`src/rtl/fifo_arb_pkg.sv`:
```
// rtl/fifo_arb_pkg.sv - shared types and constants for the FIFO write-port arbiter
package fifo_arb_pkg;

  typedef enum logic {
    ARB_IDLE  = 1'b0,
    ARB_BURST = 1'b1
  } arb_state_e;

  localparam int FIFO_DEPTH = 16;
  localparam int N_REQ_DEF  = 4;
  localparam int IDXW       = $clog2(N_REQ_DEF);

  // Index width for an arbitrary requester count; never narrower than 1 bit.
  function automatic int idx_width(input int n);
    return (n > 1) ? $clog2(n) : 1;
  endfunction

endpackage

```
`src/rtl/fifo_wr_arbiter_rr_pick.sv`:
```
// rtl/fifo_wr_arbiter_rr_pick.sv - combinational round-robin priority encoder
module rr_pick
  import fifo_arb_pkg::*;
#(
  parameter int N_REQ = 4,
  parameter int IDX_W = idx_width(N_REQ)
) (
  input  logic [N_REQ-1:0] req_i,
  input  logic [IDX_W-1:0] last_owner_i,
  output logic [IDX_W-1:0] win_idx_o,
  output logic             valid_o
);

  // Walk the farthest candidate first so the nearest one after last_owner wins.
  always_comb begin
    win_idx_o = '0;
    valid_o   = 1'b0;
    for (int k = N_REQ; k >= 1; k--) begin
      if (req_i[(int'(last_owner_i) + k) % N_REQ]) begin
        win_idx_o = IDX_W'((int'(last_owner_i) + k) % N_REQ);
        valid_o   = 1'b1;
      end
    end
  end

endmodule

```
`src/rtl/fifo_wr_arbiter.sv`:
```
// rtl/fifo_wr_arbiter.sv - round-robin burst arbiter for a shared FIFO write port
// Optional per-requester stall counters: FIFO_WR_ARB_STALL_STATS_EN.
module fifo_wr_arbiter
  import fifo_arb_pkg::*;
#(
  parameter int N_REQ     = 4,
  parameter int DW        = 8,
  parameter int MAX_BURST = 4
) (
  input  logic                clk,
  input  logic                rst,
  input  logic [N_REQ-1:0]    req,
  input  logic [N_REQ*DW-1:0] req_data,
  output logic [N_REQ-1:0]    gnt,
  input  logic                fifo_full,
  output logic                fifo_we,
  output logic [DW-1:0]       fifo_data
`ifdef FIFO_WR_ARB_STALL_STATS_EN
  ,
  output logic [N_REQ*16-1:0] stall_cnt
`endif
);

  localparam int               IDX_W     = idx_width(N_REQ);
  localparam logic [3:0]       LAST_BEAT = 4'(MAX_BURST - 1);
  localparam logic [IDX_W-1:0] LAST_INIT = IDX_W'(N_REQ - 1);

  arb_state_e       state_q;
  logic [IDX_W-1:0] owner_q;
  logic [IDX_W-1:0] last_owner_q;
  logic [3:0]       beat_cnt_q;

  logic [IDX_W-1:0] pick_idx;
  logic             pick_valid;
  logic             owner_req;
  logic             beat;

  rr_pick #(
    .N_REQ (N_REQ),
    .IDX_W (IDX_W)
  ) u_rr_pick (
    .req_i        (req),
    .last_owner_i (last_owner_q),
    .win_idx_o    (pick_idx),
    .valid_o      (pick_valid)
  );

  // rst gates the strobes combinationally so a mid-burst reset writes nothing.
  always_comb begin
    owner_req = req[owner_q];
    beat      = !rst && (state_q == ARB_BURST) && owner_req && !fifo_full;
    fifo_we   = beat;
    gnt       = '0;
    if (beat) begin
      gnt[owner_q] = 1'b1;
    end
    fifo_data = '0;
    if (!rst && (state_q == ARB_BURST)) begin
      fifo_data = req_data[int'(owner_q)*DW +: DW];
    end
  end

  always_ff @(posedge clk) begin
    if (rst) begin
      state_q      <= ARB_IDLE;
      owner_q      <= '0;
      last_owner_q <= LAST_INIT;
      beat_cnt_q   <= '0;
    end else begin
      case (state_q)
        ARB_IDLE: begin
          if (pick_valid) begin
            owner_q    <= pick_idx;
            beat_cnt_q <= '0;
            state_q    <= ARB_BURST;
          end
        end
        ARB_BURST: begin
          if (!owner_req) begin
            last_owner_q <= owner_q;
            state_q      <= ARB_IDLE;
          end else if (!fifo_full) begin
            if (beat_cnt_q == LAST_BEAT) begin
              last_owner_q <= owner_q;
              state_q      <= ARB_IDLE;
            end else begin
              beat_cnt_q <= beat_cnt_q + 4'd1;
            end
          end
        end
        default: state_q <= ARB_IDLE;
      endcase
    end
  end

`ifdef FIFO_WR_ARB_STALL_STATS_EN
  logic [15:0] stall_q [N_REQ];
  logic [15:0] stall_d [N_REQ];

  always_comb begin
    for (int i = 0; i < N_REQ; i++) begin
      stall_d[i] = stall_q[i];
      if ((state_q == ARB_BURST) && (int'(owner_q) == i) && req[i] && fifo_full &&
          (stall_q[i] != 16'hFFFF)) begin
        stall_d[i] = stall_q[i] + 16'd1;
      end
    end
  end

  always_ff @(posedge clk) begin
    for (int i = 0; i < N_REQ; i++) begin
      if (rst) begin
        stall_q[i] <= '0;
      end else begin
        stall_q[i] <= stall_d[i];
      end
    end
  end

  for (genvar g = 0; g < N_REQ; g++) begin : g_stall_out
    assign stall_cnt[g*16 +: 16] = stall_q[g];
  end
`endif

endmodule

```
`config.mk`:
```
export PLATFORM = sky130hd
export DESIGN_NAME = fifo_wr_arbiter
export DESIGN_NICKNAME = d
export VERILOG_FILES = /design/src/rtl/fifo_arb_pkg.sv /design/src/rtl/fifo_wr_arbiter_rr_pick.sv /design/src/rtl/fifo_wr_arbiter.sv
export SDC_FILE = /design/constraint.sdc
export NUM_CORES = 1
export LEC_CHECK = 0
export BUFFER_PORTS_ARGS = -buffer_cell sky130_fd_sc_hd__buf_2
export CAP_MARGIN = 20
export CORE_UTILIZATION = 38
export CTS_CLUSTER_DIAMETER = 80
export DETAILED_ROUTE_END_ITERATION = 10
export GPL_ROUTABILITY_DRIVEN = 0
export HOLD_SLACK_MARGIN = 0.12
export PLACE_DENSITY = 0.75
export SLEW_MARGIN = 20
export SYNTH_ARGS = -nofsm -noshare
export SYNTH_HDL_FRONTEND = slang
export SYNTH_SLANG_ARGS = --single-unit
```
`constraint.sdc`:
```
create_clock -name clk -period 1.6 [get_ports clk]
set_input_delay 0.16 -clock clk [delete_from_list [all_inputs] [get_ports clk]]
set_output_delay 0.16 -clock clk [all_outputs]
set_load 0.05 [all_outputs]
```
### After elaboration in Yosys (flattened, before gate mapping)

Cells that the tools add are included.

* mux-type cells: 39
* add/sub/neg operators: 5
* bitwise gates (word level): 5
* order comparisons: 6
* equality and inequality tests: 7
* reductions and logical operators: 13
* shifts and indexed selects: 1

Operator list (number)
* variable part select 32 x 6 -> 8 bit: 1
* two-way mux 4 bit: 5
* two-way mux 1 bit: 18
* < comparator 3 x 4 -> 1 bit (second input constant): 4
* two-way mux 2 bit: 7
* binary-select mux 1 bit (select 2 bit): 5
* two-way mux 8 bit: 1
* != test 2 bit (second input constant): 4
* case mux 4 bit (2 select lines): 1
* OR reduction 2 bit: 4
* adder 2 x 1 -> 2 bit (second input constant): 2
* adder 2 bit (second input constant): 2
* adder 4 x 1 -> 4 bit (second input constant): 1
* AND 1 bit (first input constant): 4
* equality test 4 x 2 -> 1 bit (second input constant): 1
* logical AND 1 bit: 4
* != test 2 x 1 -> 1 bit (second input constant): 2
* AND reduction 4 bit: 1
* < comparator 2 x 3 -> 1 bit (second input constant): 1
* AND reduction 3 bit: 1
* demux 1 bit (select 2 bit): 1
* >= comparator 2 x 1 -> 1 bit (second input constant): 1
* zero test 1 bit: 2
* case mux 1 bit (2 select lines): 1
* other kinds (2): 2

* bits of input ports: 39
* logic and storage cells: 80
* bits in registers: 9
* output and inout port bits: 13

### Depth between registers and ports, before layout

* word-level depth: 12
* gate-level depth with buffers: 6
* mapped depth without buffers: 5

### Modules after synthesis

Synthesis repeated with hierarchy kept, for this count alone.

* cells, all modules: 94
* area total of the unflattened synthesis: 914.6 µm²

By module, submodules not included
* fifo_wr_arbiter: cells an instance 80, area an instance 823.3 µm², sequential area each 180.2 µm², times used 1
* rr_pick: cells an instance 14, area an instance 91.3 µm², sequential area each 0.0 µm², times used 1

### Least setup slack after synthesis

Ideal clock, no wire load.

* kind: register to output
* start point: reg state_q
* end point: out gnt[0]
* setup slack: -1388 ps
* arrival time: 2828 ps
* path buffers: 2
* stages on the path, launching flop included: 6
* data required time: 1440 ps
* path through: dfxtp_1 clkbuf_1 nand2b_1 buf_1 nor3b_2 nor3b_1

* longest elaborated chain between the ends: 4

RTL lines
* from (decl): line fifo_wr_arbiter.sv:28 `arb_state_e state_q;`
* from (signal assigned): line fifo_wr_arbiter.sv:65 `state_q <= ARB_IDLE;`
* from (signal assigned): line fifo_wr_arbiter.sv:75 `state_q <= ARB_BURST;`
* from (signal assigned): line fifo_wr_arbiter.sv:81 `state_q <= ARB_IDLE;`
* logical AND 1 bit (3 in a row): line fifo_wr_arbiter.sv:51 `beat = !rst && (state_q == ARB_BURST) && owner_req && !fifo_full;`
* net fifo_we: line fifo_wr_arbiter.sv:16 `output logic fifo_we,`
* two-way mux 4 bit: line fifo_wr_arbiter.sv:54 `if (beat) begin`
* to (decl): line fifo_wr_arbiter.sv:14 `output logic [N_REQ-1:0] gnt,`

The timed path passes the listed nets, and every way through them passes these cells.

### Worst setup path in the final report

* start point: reg owner_q[0]
* end point: out gnt[2]

* longest elaborated chain between the ends: 5

RTL lines
* from (decl): line fifo_wr_arbiter.sv:29 `logic [IDX_W-1:0] owner_q;`
* from (signal assigned): line fifo_wr_arbiter.sv:73 `owner_q <= pick_idx;`
* < comparator 2 x 3 -> 1 bit (not written as such) (tied with other cells): line fifo_wr_arbiter.sv:55 `gnt[owner_q] = 1'b1;`
* logical AND 1 bit (not written as such) / two-way mux 1 bit (equally long branches): line fifo_wr_arbiter.sv:55, fifo_wr_arbiter.sv:50
* two-way mux 1 bit (not written as such) / logical AND 1 bit (equally long branches): line fifo_wr_arbiter.sv:55, fifo_wr_arbiter.sv:51
* demux 1 bit (select 2 bit) / logical AND 1 bit (equally long branches): line fifo_wr_arbiter.sv:55, fifo_wr_arbiter.sv:51
* two-way mux 4 bit (*): line fifo_wr_arbiter.sv:54

Every way passes the cells marked *; elsewhere a longest branch is shown, timed or not. The select of a mux whose other input is x is not followed.

==> metrics.csv <==
stage;metric;value;unit
outcome;status;finished with violations;
outcome;violations;setup timing;
worst_setup_path;crit_path_max_fanout;5;
worst_setup_path;cp_data_arrival_time;1.70;ns
clock_tree;clock_latency;0.27;ns
synthesis;yosys.cell_types.count;39;
power;power_frac_comb;46.5;%
grt;total_routing_usage_gr;22.1;%
grt;grt-ovfl-total;0;
clock_tree;cts-root-to-sink-buffers;2;
grt;grtUsageMet2;39.7;%
synthesis;synth_fa_ha_area_share;1.46;%
timing;hold_violations;0;
routing;drt-pass1-iter-count;4;
power;power.static_leakage;0.620;nW
synthesis;yosys-top-cells-count;sky130_fd_sc_hd__nor2b_1, sky130_fd_sc_hd__dfxtp_1, sky130_fd_sc_hd__mux4_2;
synthesis;postSynthNetCount;132;
power;power.net_switching;0.000295;W
floorplanning;initial_core_util;42.0;%
run;cap_viol_max_count;0;
synthesis;async_flop_share;0;%
placement;dp_hpwl;1850;µm
synthesis;ys_dominant_reg_cell;sky130_fd_sc_hd__dfxtp_1;
routing;avgViaCountPerCell;5.50;
placement;detailed_place.area;0.00123;mm²
synthesis;synth.area.top_cells;sky130_fd_sc_hd__dfxtp_1, sky130_fd_sc_hd__mux4_2, sky130_fd_sc_hd__nor2b_1, sky130_fd_sc_hd__a21oi_1, sky130_fd_sc_hd__o21ai_0;
floorplanning;floorplan.die_area;0.00245;mm²
synthesis;synth.yosys.seq_area_share;21.0;%
synthesis;syn-instance-count;92;
worst_setup_path;timing.critical_path.from_type;register;
grt;gr-usage-met1;25.7;%
worst_setup_path;crit_path_cell_trace;mux4_2 -> nor3b_4 -> and3b_2 -> buf_6;
synthesis;xor_and_xnor_area_share_after_synthesis;0;%
clock_tree;htreeDepth;1;
timing;timing.max_slew.rel_slack;81.6;%
timing;slew_violations;0;
routing;num_vias;1001;
synthesis;post_synthesis_compound_gate_area_fraction;15.5;%
synthesis;synth-simple-area-share;27.4;%
synthesis;synth_warnings;0;
worst_setup_path;cp-end-kind;output port;
floorplanning;floorplan.rows;16;
floorplanning;die_width;49.5;µm
power;seq_power_share;30.8;%
power;worst_ir_drop_vdd;0.432;mV
routing;detail_route.iter0.violations;10;
grt;vias_in_the_first_global_route;959;
floorplanning;num_io_pins;52;
grt;antenna_found_initial;0;
timing;layout_worst_path_cycle_share;117;%
synthesis;yosys.cell_count.top_type;sky130_fd_sc_hd__nor2b_1;
grt;largest_net_degree_at_the_start_of_global_routing;18;
clock_tree;cts_num_sinks;9;
synthesis;yosysTopAreaCell;sky130_fd_sc_hd__dfxtp_1;
routing;drtAntennaViolNets;0;
power;p_int;0.000534;W
cells_and_area;proportion_of_layout_cells_with_a_drive_suffix_above_1;62.6;%
clock_tree;numCtsBuffers;3;
routing;drc;0;
timing;fmax;536;MHz
synthesis;synth_seq_cells;9;
power;power_frac_clock;22.8;%
timing;setup_slack;-0.265;ns
cells_and_area;insertedDiodeCount;0;
worst_setup_path;worst-endpoint-required;1.44;ns
routing;avgRoutedWirePerCell;13.8;µm
cells_and_area;synth_to_final_area_change;62.9;%
timing;setup_repair_after_global_routing_missed_its_margin;yes;
clock_tree;path_clk_slew;0.07;ns
clock_tree;clock_root_cell;sky130_fd_sc_hd__clkbuf_4;
worst_hold_path;min-delay-path-class;input port to register;
placement;port_buffers;51;
synthesis;synth_mux_area_share;29.1;%
worst_setup_path;cpLargestDelayFamily;multiplexers;
worst_setup_path;worst_stage_delay_on_the_critical_path;0.53;ns
floorplanning;core_area;0.00204;mm²
power;power_switching_share;35.5;%
synthesis;postSynthAreaPerCell;9.32;µm²
cells_and_area;post-route-cell-area;0.00140;mm²
cells_and_area;final_nets;196;
synthesis;syn-cell-area;857;µm²
power;power_density;594;mW/mm²
grt;gr-max-usage-layer;met2;
synthesis;synthDominantCellAreaShare;21.0;%
floorplanning;die_y;49.5;µm
clock_tree;cts_tree;built;
timing;finalSetupViolCount;15;
worst_setup_path;critical-path-slowest-cell;sky130_fd_sc_hd__mux4_2;
timing;min_period;1.86;ns
routing;route.final.wire_length;2510;µm
timing;fin_worst_skew;0.00355;ns
grt;grt_util_met3;4.32;%
synthesis;synth_top_family_by_area;multiplexers;
worst_setup_path;cp_num_buf_inv;1;
grt;grt_first_pass_wirelength;4160;µm
worst_setup_path;timing.setup.critical_path_class;register to output port;
timing;worst_hold_slack;0.181;ns
synthesis;edff_count_synth;0;
timing;tightest_slew;0.274;ns
-- final timing paths --
| kind | from | end | slack (ns) | cells past startpoint |
|---|---|---|---|---|
| worst max-delay path | owner_q[0] | gnt[2] | -0.26 | 4 |
| worst min-delay path | rst | beat_cnt_q[2] | 0.18 | 2 |
| worst max register to register | owner_q[0] | beat_cnt_q[0] | -0.11 | 6 |
| worst min register to register | beat_cnt_q[2] | beat_cnt_q[2] | 0.56 | 2 |
-- power groups by stage --
stage	Sequential (W)	Clock, W	Combinational, W
floorplan	0.000252	0	0.000242
global placement	0.000257	0	0.000341
detailed placement	0.000258	0	0.000348
CTS	0.000255	0.000191	0.000377
global route	0.000257	0.000202	0.000413
finish	0.000255	0.000189	0.000385
-- flip-flops by register name, indices dropped and copies added (netlist names) --
name          flops
beat_cnt_q        4
owner_q           2
last_owner_q      2
state_q           1
-- cell usage in the layout (no fill, tap or decap), types with 4 or more instances in the layout --
master	instances
sky130_fd_sc_hd__a21oi_1	4
sky130_fd_sc_hd__buf_2	38
sky130_fd_sc_hd__buf_4	21
sky130_fd_sc_hd__buf_6	6
sky130_fd_sc_hd__dfxtp_1	7
sky130_fd_sc_hd__mux4_2	8
sky130_fd_sc_hd__nor2_1	6
sky130_fd_sc_hd__nor2b_1	10
sky130_fd_sc_hd__o21ai_0	6
-- final cells by class --
class	instances	area, µm²
tap	27	33.8
fill	166	646
sequential	9	185
multi-input combinational	73	709
inverter	3	11.3
timing repair buffer	66	430
clock buffer	4	26.3
-- per-layer routing --
layer  share of wire [%]  up-vias
met1                  40      458
met3                 9.4        4
met2                  49       62
li1                    -      477
met5                   0        -
met4                 1.1        0
-- stage by stage --
step | cells | worst slack, ns | util (%) | TNS [ns] | total power [W]
after floorplan | 92 | -0.541 | - | -3.24 | 0.000493
after global placement | 176 | -0.0293 | 60.5 | -0.0422 | 0.000598
after detailed placement | 176 | -0.0747 | 60.5 | -0.530 | 0.000607
after CTS | 182 | -0.265 | 66.4 | -2.91 | 0.000823
after global routing | 182 | -0.321 | 68.4 | -3.68 | 0.000872
final | 182 | -0.265 | 68.4 | -2.85 | 0.000829
-- cells by family after synthesis --
group	count (synthesis)
muxes	13
AOI/OAI and AO/OA	21
buffers and inverters	10
adders and majority gates	1
DFF	9
and+or+nand+nor	38
-- what timing repair did --
action / CTS / global route
setup endpoints to repair: 16 / 20
resized for setup: 26 / 12
setup buffers: 2 / 1
hold buffers: 0 / 0
pin swaps: 1 / 3
(Power assumes the default switching activity.)
